==> src/rtl/uart_tx_fifo.sv <==
// FIFO-buffered UART transmitter: configurable data bits, parity, stop bits, 3-bit baud select.
// Latency: tx_data falls 2 clocks after a write into an empty FIFO while idle; frames run back-to-back.
// Backpressure: full is asserted at FIFO_DEPTH words; further writes are dropped and flagged on overflow.
module uart_tx_fifo #(
    parameter int CLK_FREQ   = 50_000_000,
    parameter int DATA_BITS  = 8,
    parameter int PARITY     = 0,
    parameter int STOP_BITS  = 1,
    parameter int FIFO_DEPTH = 16
) (
    input  logic                         clk_50mhz,
    input  logic                         rst,
    input  logic [2:0]                   baud,
    input  logic                         wr_en,
    input  logic [DATA_BITS-1:0]         wr_data,
    output logic                         full,
    output logic                         empty,
    output logic [$clog2(FIFO_DEPTH):0]  level,
    output logic                         overflow,
    output logic                         busy,
    output logic                         tx_data,
    output logic                         tx_done
);

    localparam int AW      = $clog2(FIFO_DEPTH);
    localparam int DIV_MAX = CLK_FREQ / 9600;
    localparam int CW      = (DIV_MAX > 2) ? $clog2(DIV_MAX) : 1;
    localparam logic [AW:0] FULL_LVL = (AW + 1)'(FIFO_DEPTH);

    typedef enum logic [2:0] {S_IDLE, S_START, S_DATA, S_PARITY, S_STOP} state_t;

    // Bit period minus one, so the bit counter can compare against it directly.
    function automatic logic [CW-1:0] div_m1(input logic [2:0] b);
        case (b)
            3'd0:    div_m1 = CW'(CLK_FREQ / 9600 - 1);
            3'd1:    div_m1 = CW'(CLK_FREQ / 19200 - 1);
            3'd2:    div_m1 = CW'(CLK_FREQ / 38400 - 1);
            3'd3:    div_m1 = CW'(CLK_FREQ / 57600 - 1);
            default: div_m1 = CW'(CLK_FREQ / 115200 - 1);
        endcase
    endfunction

    state_t                 state, state_n;
    logic                   push, pop, bit_end, last_data, last_stop, frame_end;
    logic [DATA_BITS-1:0]   mem [FIFO_DEPTH];
    logic [AW-1:0]          wr_ptr, rd_ptr;
    logic [AW:0]            level_n;
    logic [CW-1:0]          cnt, div_q;
    logic [2:0]             bit_idx;
    logic [DATA_BITS-1:0]   shreg;
    logic                   par_bit;

    assign push      = wr_en & ~full;
    assign bit_end   = (cnt == div_q);
    assign last_data = (bit_idx == 3'(DATA_BITS - 1));
    assign last_stop = (bit_idx == 3'(STOP_BITS - 1));
    assign busy      = (state != S_IDLE);

    // Next state and FIFO pop; a pop at the end of a frame chains straight into the next start bit.
    always_comb begin
        state_n   = state;
        pop       = 1'b0;
        frame_end = 1'b0;
        case (state)
            S_IDLE: begin
                if (!empty) begin
                    pop     = 1'b1;
                    state_n = S_START;
                end
            end
            S_START:  if (bit_end) state_n = S_DATA;
            S_DATA:   if (bit_end && last_data) state_n = (PARITY != 0) ? S_PARITY : S_STOP;
            S_PARITY: if (bit_end) state_n = S_STOP;
            S_STOP: begin
                if (bit_end && last_stop) begin
                    frame_end = 1'b1;
                    if (!empty) begin
                        pop     = 1'b1;
                        state_n = S_START;
                    end else begin
                        state_n = S_IDLE;
                    end
                end
            end
            default: state_n = S_IDLE;
        endcase
    end

    // Occupancy after this edge, used to register full/empty/level.
    always_comb begin
        level_n = level;
        if (push && !pop)
            level_n = level + 1'b1;
        else if (!push && pop)
            level_n = level - 1'b1;
    end

    // State register.
    always_ff @(posedge clk_50mhz) begin
        if (rst) state <= S_IDLE;
        else     state <= state_n;
    end

    // FIFO storage; contents need no reset because the pointers define validity.
    always_ff @(posedge clk_50mhz) begin
        if (push) mem[wr_ptr] <= wr_data;
    end

    // FIFO pointers and status; overflow looks at the registered full so a same-cycle pop does not rescue the write.
    always_ff @(posedge clk_50mhz) begin
        if (rst) begin
            wr_ptr   <= '0;
            rd_ptr   <= '0;
            level    <= '0;
            full     <= 1'b0;
            empty    <= 1'b1;
            overflow <= 1'b0;
        end else begin
            if (push) wr_ptr <= wr_ptr + 1'b1;
            if (pop)  rd_ptr <= rd_ptr + 1'b1;
            level    <= level_n;
            full     <= (level_n == FULL_LVL);
            empty    <= (level_n == '0);
            overflow <= wr_en & full;
        end
    end

    // Serialiser datapath; tx_data is registered from the current state, one clock behind the FSM.
    always_ff @(posedge clk_50mhz) begin
        if (rst) begin
            cnt     <= '0;
            div_q   <= '0;
            bit_idx <= '0;
            shreg   <= '0;
            par_bit <= 1'b0;
            tx_data <= 1'b1;
            tx_done <= 1'b0;
        end else begin
            tx_done <= frame_end;
            case (state)
                S_START:  tx_data <= 1'b0;
                S_DATA:   tx_data <= shreg[0];
                S_PARITY: tx_data <= par_bit;
                default:  tx_data <= 1'b1;
            endcase
            if (pop) begin
                shreg   <= mem[rd_ptr];
                par_bit <= (^mem[rd_ptr]) ^ (PARITY == 2);
                div_q   <= div_m1(baud);
                cnt     <= '0;
                bit_idx <= '0;
            end else if (state != S_IDLE) begin
                if (!bit_end) begin
                    cnt <= cnt + 1'b1;
                end else begin
                    cnt <= '0;
                    if (state == S_DATA) begin
                        shreg   <= shreg >> 1;
                        bit_idx <= last_data ? 3'd0 : bit_idx + 3'd1;
                    end else if (state == S_STOP) begin
                        bit_idx <= last_stop ? 3'd0 : bit_idx + 3'd1;
                    end
                end
            end
        end
    end

endmodule

==> config.mk <==
export PLATFORM = sky130hd
export DESIGN_NAME = uart_tx_fifo
export DESIGN_NICKNAME = d
export VERILOG_FILES = /design/src/rtl/uart_tx_fifo.sv
export SDC_FILE = /design/constraint.sdc
export NUM_CORES = 1
export LEC_CHECK = 0
export ABC_CLOCK_PERIOD_IN_PS = 3330
export CAP_MARGIN = 25
export CORE_ASPECT_RATIO = 1.4
export CORE_MARGIN = 2
export CORE_UTILIZATION = 28
export CTS_CLUSTER_SIZE = 16
export DETAILED_ROUTE_END_ITERATION = 10
export PLACE_DENSITY = 0.46
export REMOVE_ABC_BUFFERS = 1
export SLEW_MARGIN = 20
export SYNTH_ARGS = -nofsm -noshare
export SYNTH_HDL_FRONTEND = slang
export SYNTH_SLANG_ARGS = --single-unit
==> constraint.sdc <==
create_clock -name clk_50mhz -period 3.33 [get_ports clk_50mhz]
set_clock_uncertainty 0.15 [all_clocks]
set_input_delay 0.333 -clock clk_50mhz [delete_from_list [all_inputs] [get_ports clk_50mhz]]
set_output_delay 0.333 -clock clk_50mhz [all_outputs]
set_load 0.05 [all_outputs]
**Yosys cells after proc, flatten, opt, wreduce, memory -nomap -nowiden**

Memories as Yosys holds them, arrays and structs flattened. A register that Yosys moved wholly into a read port is not among the register bits.
Cells that the tools add are included.

- RAM bits: 128
- Memories: 1
- Input bits: 14
- Logic and storage cells: 89
- Flip-flop bits (word level): 59

- Reduce and logical (&&, ||, !) cells: 21
- Multiplexer cells: 28
- $add $sub $neg: 6
- Bitwise logic cells: 4
- Equal/unequal tests: 15

Memory list:

| name | depth | bits a word | rd ports | clocked after memory_dff | write ports | RTL line | text |
|---|---|---|---|---|---|---|---|
| mem | 16 | 8 | 1 | 1 | 1 | 45 | `logic [DATA_BITS-1:0] mem [FIFO_DEPTH];` |

Operators by type and width:

| cell | count |
|---|---|
| 13-bit case mux with 4 select lines | 1 |
| 8-bit 2-to-1 mux | 4 |
| 3-bit 2-to-1 mux | 9 |
| 3-bit case mux with 5 select lines | 1 |
| 13-bit by 1-bit adder with 13-bit output, second input constant | 1 |
| 13-bit == test | 1 |
| 13-bit 2-to-1 mux | 1 |
| 3-bit by 2-bit == test with 1-bit output, second input constant | 4 |
| 5-bit 2-to-1 mux | 2 |
| 2-bit inequality test, second input constant | 5 |
| 3-bit logical NOT | 3 |
| 4-bit by 1-bit adder with 4-bit output, second input constant | 2 |
| 4-bit 2-to-1 mux | 2 |
| 2-bit nonzero test | 4 |
| 8-bit parity | 1 |
| 3-bit by 1-bit == test with 1-bit output, second input constant | 2 |
| 3-bit == test, second input constant | 2 |
| 1-bit 2-to-1 mux | 6 |
| 3-bit AND reduction | 2 |
| 5-bit by 1-bit adder with 5-bit output, second input constant | 1 |
| 5-bit == test, second input constant | 1 |
| 5-bit logical NOT | 1 |
| 5-bit AND reduction | 1 |
| 5-bit by 1-bit subtractor with 5-bit output, second input constant | 1 |
| other kinds (9) | 16 |

**Longest topological paths before layout**

- Depth after elaboration: 8
- Gate-level depth with buffers: 11
- Depth with buffers taken out: 9

**Worst setup path after synthesis**

OpenSTA, ideal clock, no wires.

- Path type: reg-to-reg
- Start: register cnt[2]
- End: register empty
- Library setup time: 86 ps
- Arrival time: 2395 ps
- Slack: 699 ps
- Stages on the path, launching flop included: 9
- Period minus slack after synthesis: 2631 ps
- Path through: dfxtp_1 or3_1 a211oi_2 nand4_2 a2111o_1 buf_6 mux2i_2 mux2_1 a211oi_1

- Word-level cells in the longest chain between the ends: 8
- Elaborated cells between the ends (all ways): 10
- Those cells by class: 1 x eq/ne; 4 x mux; 5 x reduce/logical

RTL lines:

| what | RTL line | text |
|---|---|---|
| start: declaration | 48 | `logic [CW-1:0] cnt, div_q;` |
| start signal: assignment | 154 | `cnt <= cnt + 1'b1;` |
| 13-bit == test * | 54 | `assign bit_end = (cnt == div_q);` |
| 1-bit logical AND * | 75 | `if (bit_end && last_stop) begin` |
| 1-bit 2-to-1 mux * | 75 |  |
| 1-bit case mux with 2 select lines * | 64 | `case (state)` |
| 1-bit logical AND / 1-bit logical NOT (equally long branches) | 94, 92 |  |
| 5-bit 2-to-1 mux / 1-bit logical AND (equally long branches) | 94, 92 |  |
| 5-bit 2-to-1 mux * | 92 | `if (push && !pop)` |
| 5-bit logical NOT * | 123 | `empty <= (level_n == '0);` |
| end signal: assignment | 123 |  |
| end: declaration | 17 | `output logic empty,` |

Every way passes the cells marked *; elsewhere a longest branch is shown, timed or not.
A chain may end at the register's enable or synchronous reset.

**Worst setup path after layout**

- Start: register cnt[9]
- End: register cnt[7]

- Word-level cells in the longest chain between the ends: 5
- Elaborated cells between the ends (all ways): 6
- Those cells by class: 1 x eq/ne; 3 x mux; 2 x reduce/logical

RTL lines:

| what | RTL line |
|---|---|
| 13-bit == test * | 54 |
| 1-bit logical AND | 75 |
| 1-bit 2-to-1 mux | 75 |
| 1-bit case mux with 2 select lines | 64 |
| 2-bit OR reduction (no source line) | n/a |

Marked as above.

==> flow_metrics.py <==
metrics = {
    "run_status": {
        "run_status": "finished clean",
    },
    "detailed_routing": {
        "drt_drc_violations_left": 0,
        "drt.antenna.violating_nets": 0,
        "routedWlPerCell_um": 16.8,
        "total_detailed_routing_wirelength_um": 16400,
        "detailedRoute.firstIterationViolations": 225,
        "drt_pre_antenna_iters": 5,
        "vias": 4520,
        "via_per_inst": 4.62,
    },
    "hold_path": {
        "min_path_cells": 2,
        "holdPathEnd": "div_q[11]",
        "worstHoldPathType": "flip-flop to flip-flop",
        "hold_start": "div_q[11]",
    },
    "critical_path": {
        "crit_path_max_fanout": 29,
        "critical_path.reg2reg.endpoint": "cnt[7]",
        "cp_top_family": "compound AO/OA/AOI/OAI gates",
        "critPathSlowestCell": "sky130_fd_sc_hd__a2111o_1",
        "timing.critical_path.from_type": "flip-flop",
        "worst-r2r-cell-count": 7,
        "timing.critical_path.cells": "xor2_1 -> nor4_1 -> nand4_2 -> a2111o_1 -> buf_4 -> o211ai_1 -> nor2_1",
        "critPathRequiredTime_ns": 3.46,
        "timing.critical_path.arrival_ns": 3.26,
        "regToRegSetupSlack_ns": 0.20,
        "worstSetupStartpoint": "cnt[9]",
        "critical_path_buf_inv_count": 1,
        "end_kind": "flip-flop",
        "cpPeakStageDelay_ns": 0.65,
        "worstReg2RegStart": "cnt[9]",
        "worstSetupPathType": "flip-flop to flip-flop",
    },
    "timing": {
        "setup_total_negative_slack_ns": 0,
        "timing.final.setup_violations": 0,
        "setup_ws_ns": 0.204,
        "period_share_pct": 93.9,
        "max_slew_margin_pct": 38.9,
        "maxSlewViolCount": 0,
        "finalCriticalPeriod_ns": 3.13,
        "rsz0062_at_grt": "false",
        "finalHoldViolCount": 0,
        "max_clk_rate_ghz": 0.320,
        "timing_worst_slew_pin_value_ns": 0.913,
    },
    "cts": {
        "ctsResizeCount": 0,
        "holdBufCountCts": 0,
        "tritoncts.num_buffers": 17,
        "clkSinkCount": 189,
        "worst_skew_pair.late_latency_ns": 0.44,
        "cts_post_setup_buffers_inserted": 0,
        "cts-htree-levels": 4,
        "cts_tree": "yes",
        "clk_transition_reported_paths_ns": 0.06,
        "cts_max_path_buffers": 2,
        "ctsRootBufferMaster": "sky130_fd_sc_hd__clkbuf_16",
    },
    "synth": {
        "ys_types": 50,
        "synth_ff_type": "sky130_fd_sc_hd__edfxtp_1",
        "synth-edff-count": 128,
        "synth-seq-area-share_pct": 64.4,
        "synth_async_sr_flop_share_pct": 0,
        "syn-mean-instance-area_um2": 14.1,
        "postSynthRegisterBits": 189,
        "post_synth_instance_area_mm2": 0.00786,
        "post_synth_inst_count": 559,
        "yosys_warnings": 0,
    },
    "floorplan": {
        "design.core.area_mm2": 0.0277,
        "initial_utilization_pct": 28.4,
        "rows": 72,
        "pin_count": 25,
        "floorplan.die.width_um": 146,
        "chipHeight_um": 202,
        "die_area_mm2": 0.0294,
    },
    "layout": {
        "share_of_cells_above_drive_strength_1_pct": 15.6,
        "instances_no_fill": 978,
        "diodes": 0,
        "finish.net_count": 622,
        "layout-area-overhead-vs-synth_pct": 16.8,
        "final_core_util_pct": 33.2,
    },
    "power_and_ir_drop": {
        "power_density_mw_per_mm2": 732,
        "clkPwrFrac_pct": 28.4,
        "cellLeakagePower_nw": 3.04,
        "net-switching-power_mw": 2.15,
        "p_seq_share_pct": 42.7,
        "combinationalPowerShare_pct": 28.9,
        "power_internal_mw": 4.57,
        "worst_case_vdd_ir_drop_mv": 0.447,
        "power.share.switching_pct": 32.0,
    },
    "placed_design": {
        "placedCellCount": 948,
        "gpl.final_weighted_congestion": 0.750,
        "place.detailed.hpwl_um": 11200,
        "place_ws_ns": 0.221,
        "port_buffer_cells": 24,
    },
    "job": {
        "max_cap_violations": 0,
    },
    "global_route": {
        "antenna_violations_before_repair": 0,
        "wire_length_of_the_first_global_routing_pass_um": 26000,
        "grt_start_max_net_pins": 38,
        "grt_usage_pct": 11.7,
        "overflow": 0,
        "grt_pass1_vias": 4589,
    },
}
==> per-layer routing <==
layer | vias up | track usage (%) | routed length (um)
met1 | 2259 | 13.3 | 6770
met4 | 0 | 4.27 | 248
met3 | 17 | 2.66 | 447
met5 | - | 0 | 0
li1 | 2179 | - | -
met2 | 65 | 21.3 | 8950
==> worst register-to-register path: cells and delay by family, from the launching register on <==
| family | cells | cell delay [ns] |
|---|---|---|
| compound gates | 2 | 1.11 |
| xor+xnor | 1 | 0.15 |
| simple gates | 3 | 0.90 |
| buf+inv | 1 | 0.31 |
| flops | 1 | 0.35 |
==> cell families (layout without fill, tap and decap cells) <==
kind of cell | after synthesis | after routing | share of synthesized area (%)
compound gates | 82 | 82 | 7.24
flops | 189 | 189 | 64.4
buf+inv | 42 | 91 | 2.50
mux | 39 | 39 | 10.3
xor+xnor | 35 | 35 | 3.90
fa+ha+maj | 11 | 11 | 1.75
simple gates | 161 | 161 | 9.82
==> cells in the mapped netlist, drive strengths merged, types with 5 or more instances <==
library cell / number / share of area [%]
a21oi: 29 / 1.8
o21ai: 13 / 0.83
dfxtp: 61 / 16
nand2: 27 / 1.3
nor3: 11 / 0.70
ha: 11 / 1.8
nor2b: 8 / 0.64
clkbuf: 18 / 0.86
mux4: 32 / 9.2
mux2i: 5 / 0.84
buf: 12 / 1.1
edfxtp: 128 / 49
xor2: 19 / 2.1
nor2: 69 / 3.3
or3: 7 / 0.56
a22oi: 5 / 0.48
xnor2: 16 / 1.8
nand3: 13 / 0.83
nand4: 8 / 0.72
inv: 12 / 0.57
a211oi: 11 / 1.1
a221oi: 7 / 0.94
a22o: 7 / 0.78
nand2b: 5 / 0.40
==> how the worst max path moves through the flow <==
stage	cells past startpoint	to	slack, ns
floorplan	7	par_bit	-0.16
global placement	7	cnt[0]	0.32
detailed placement	7	cnt[7]	0.22
CTS	7	cnt[3]	0.19
global route	7	cnt[7]	0.02
finish	7	cnt[7]	0.20
==> cell usage in the layout (no fill, tap or decap), drive strengths merged, types with 5 or more instances in the layout <==
cell,Yosys,final
xor2,19,19
nand2,27,27
buf,12,25
a211oi,11,11
nand4,8,8
mux4,32,32
nand2b,5,5
clkbuf,18,19
a22oi,5,5
a21oi,29,29
a22o,7,7
dfxtp,61,61
inv,12,16
a221oi,7,7
nand3,13,13
clkdlybuf4s50,0,24
xnor2,16,16
edfxtp,128,128
or3,7,7
nor2,69,69
nor2b,8,8
nor3,11,11
ha,11,11
mux2i,5,5
o21ai,13,13
==> sequential cells by signal (all words and copies together) (netlist names), 3 cells and up, named ones only <==
register and count:
shreg 8, state 3, mem 128, div_q 11, rd_ptr 4, bit_idx 3, level 5, wr_ptr 4
cnt 13
==> power groups by stage <==
stage | Combinational, mW | Clock [mW] | Sequential [mW]
global route | 2.13 | 2.07 | 2.89
finish | 1.94 | 1.91 | 2.87
detailed placement | 1.96 | 0 | 2.92
global placement | 1.94 | 0 | 2.91
CTS | 1.97 | 1.98 | 2.87
floorplan | 1.22 | 0 | 3.07
==> stage by stage <==
step           power [mW]  hold WS, ns  instance area, um^2
2_1_floorplan        4.29        0.252                 7710
3_3_place_gp         4.86        0.305                 8640
3_5_place_dp         4.89        0.314                 8640
4_1_cts              6.82        0.323                 9180
5_1_grt              7.10        0.350                 9180
6_report             6.72        0.322                 9180
==> area by class of cell <==
cell class | instances | area [um^2]
fillers | 2700 | 18500
flip-flops and latches | 189 | 5070
multi-input cells | 328 | 2610
well taps | 370 | 463
repair buffers | 49 | 453
clock buffers | 19 | 433
clock inverters | 11 | 111
inverters | 12 | 45.0
(Power assumes the default switching activity.)
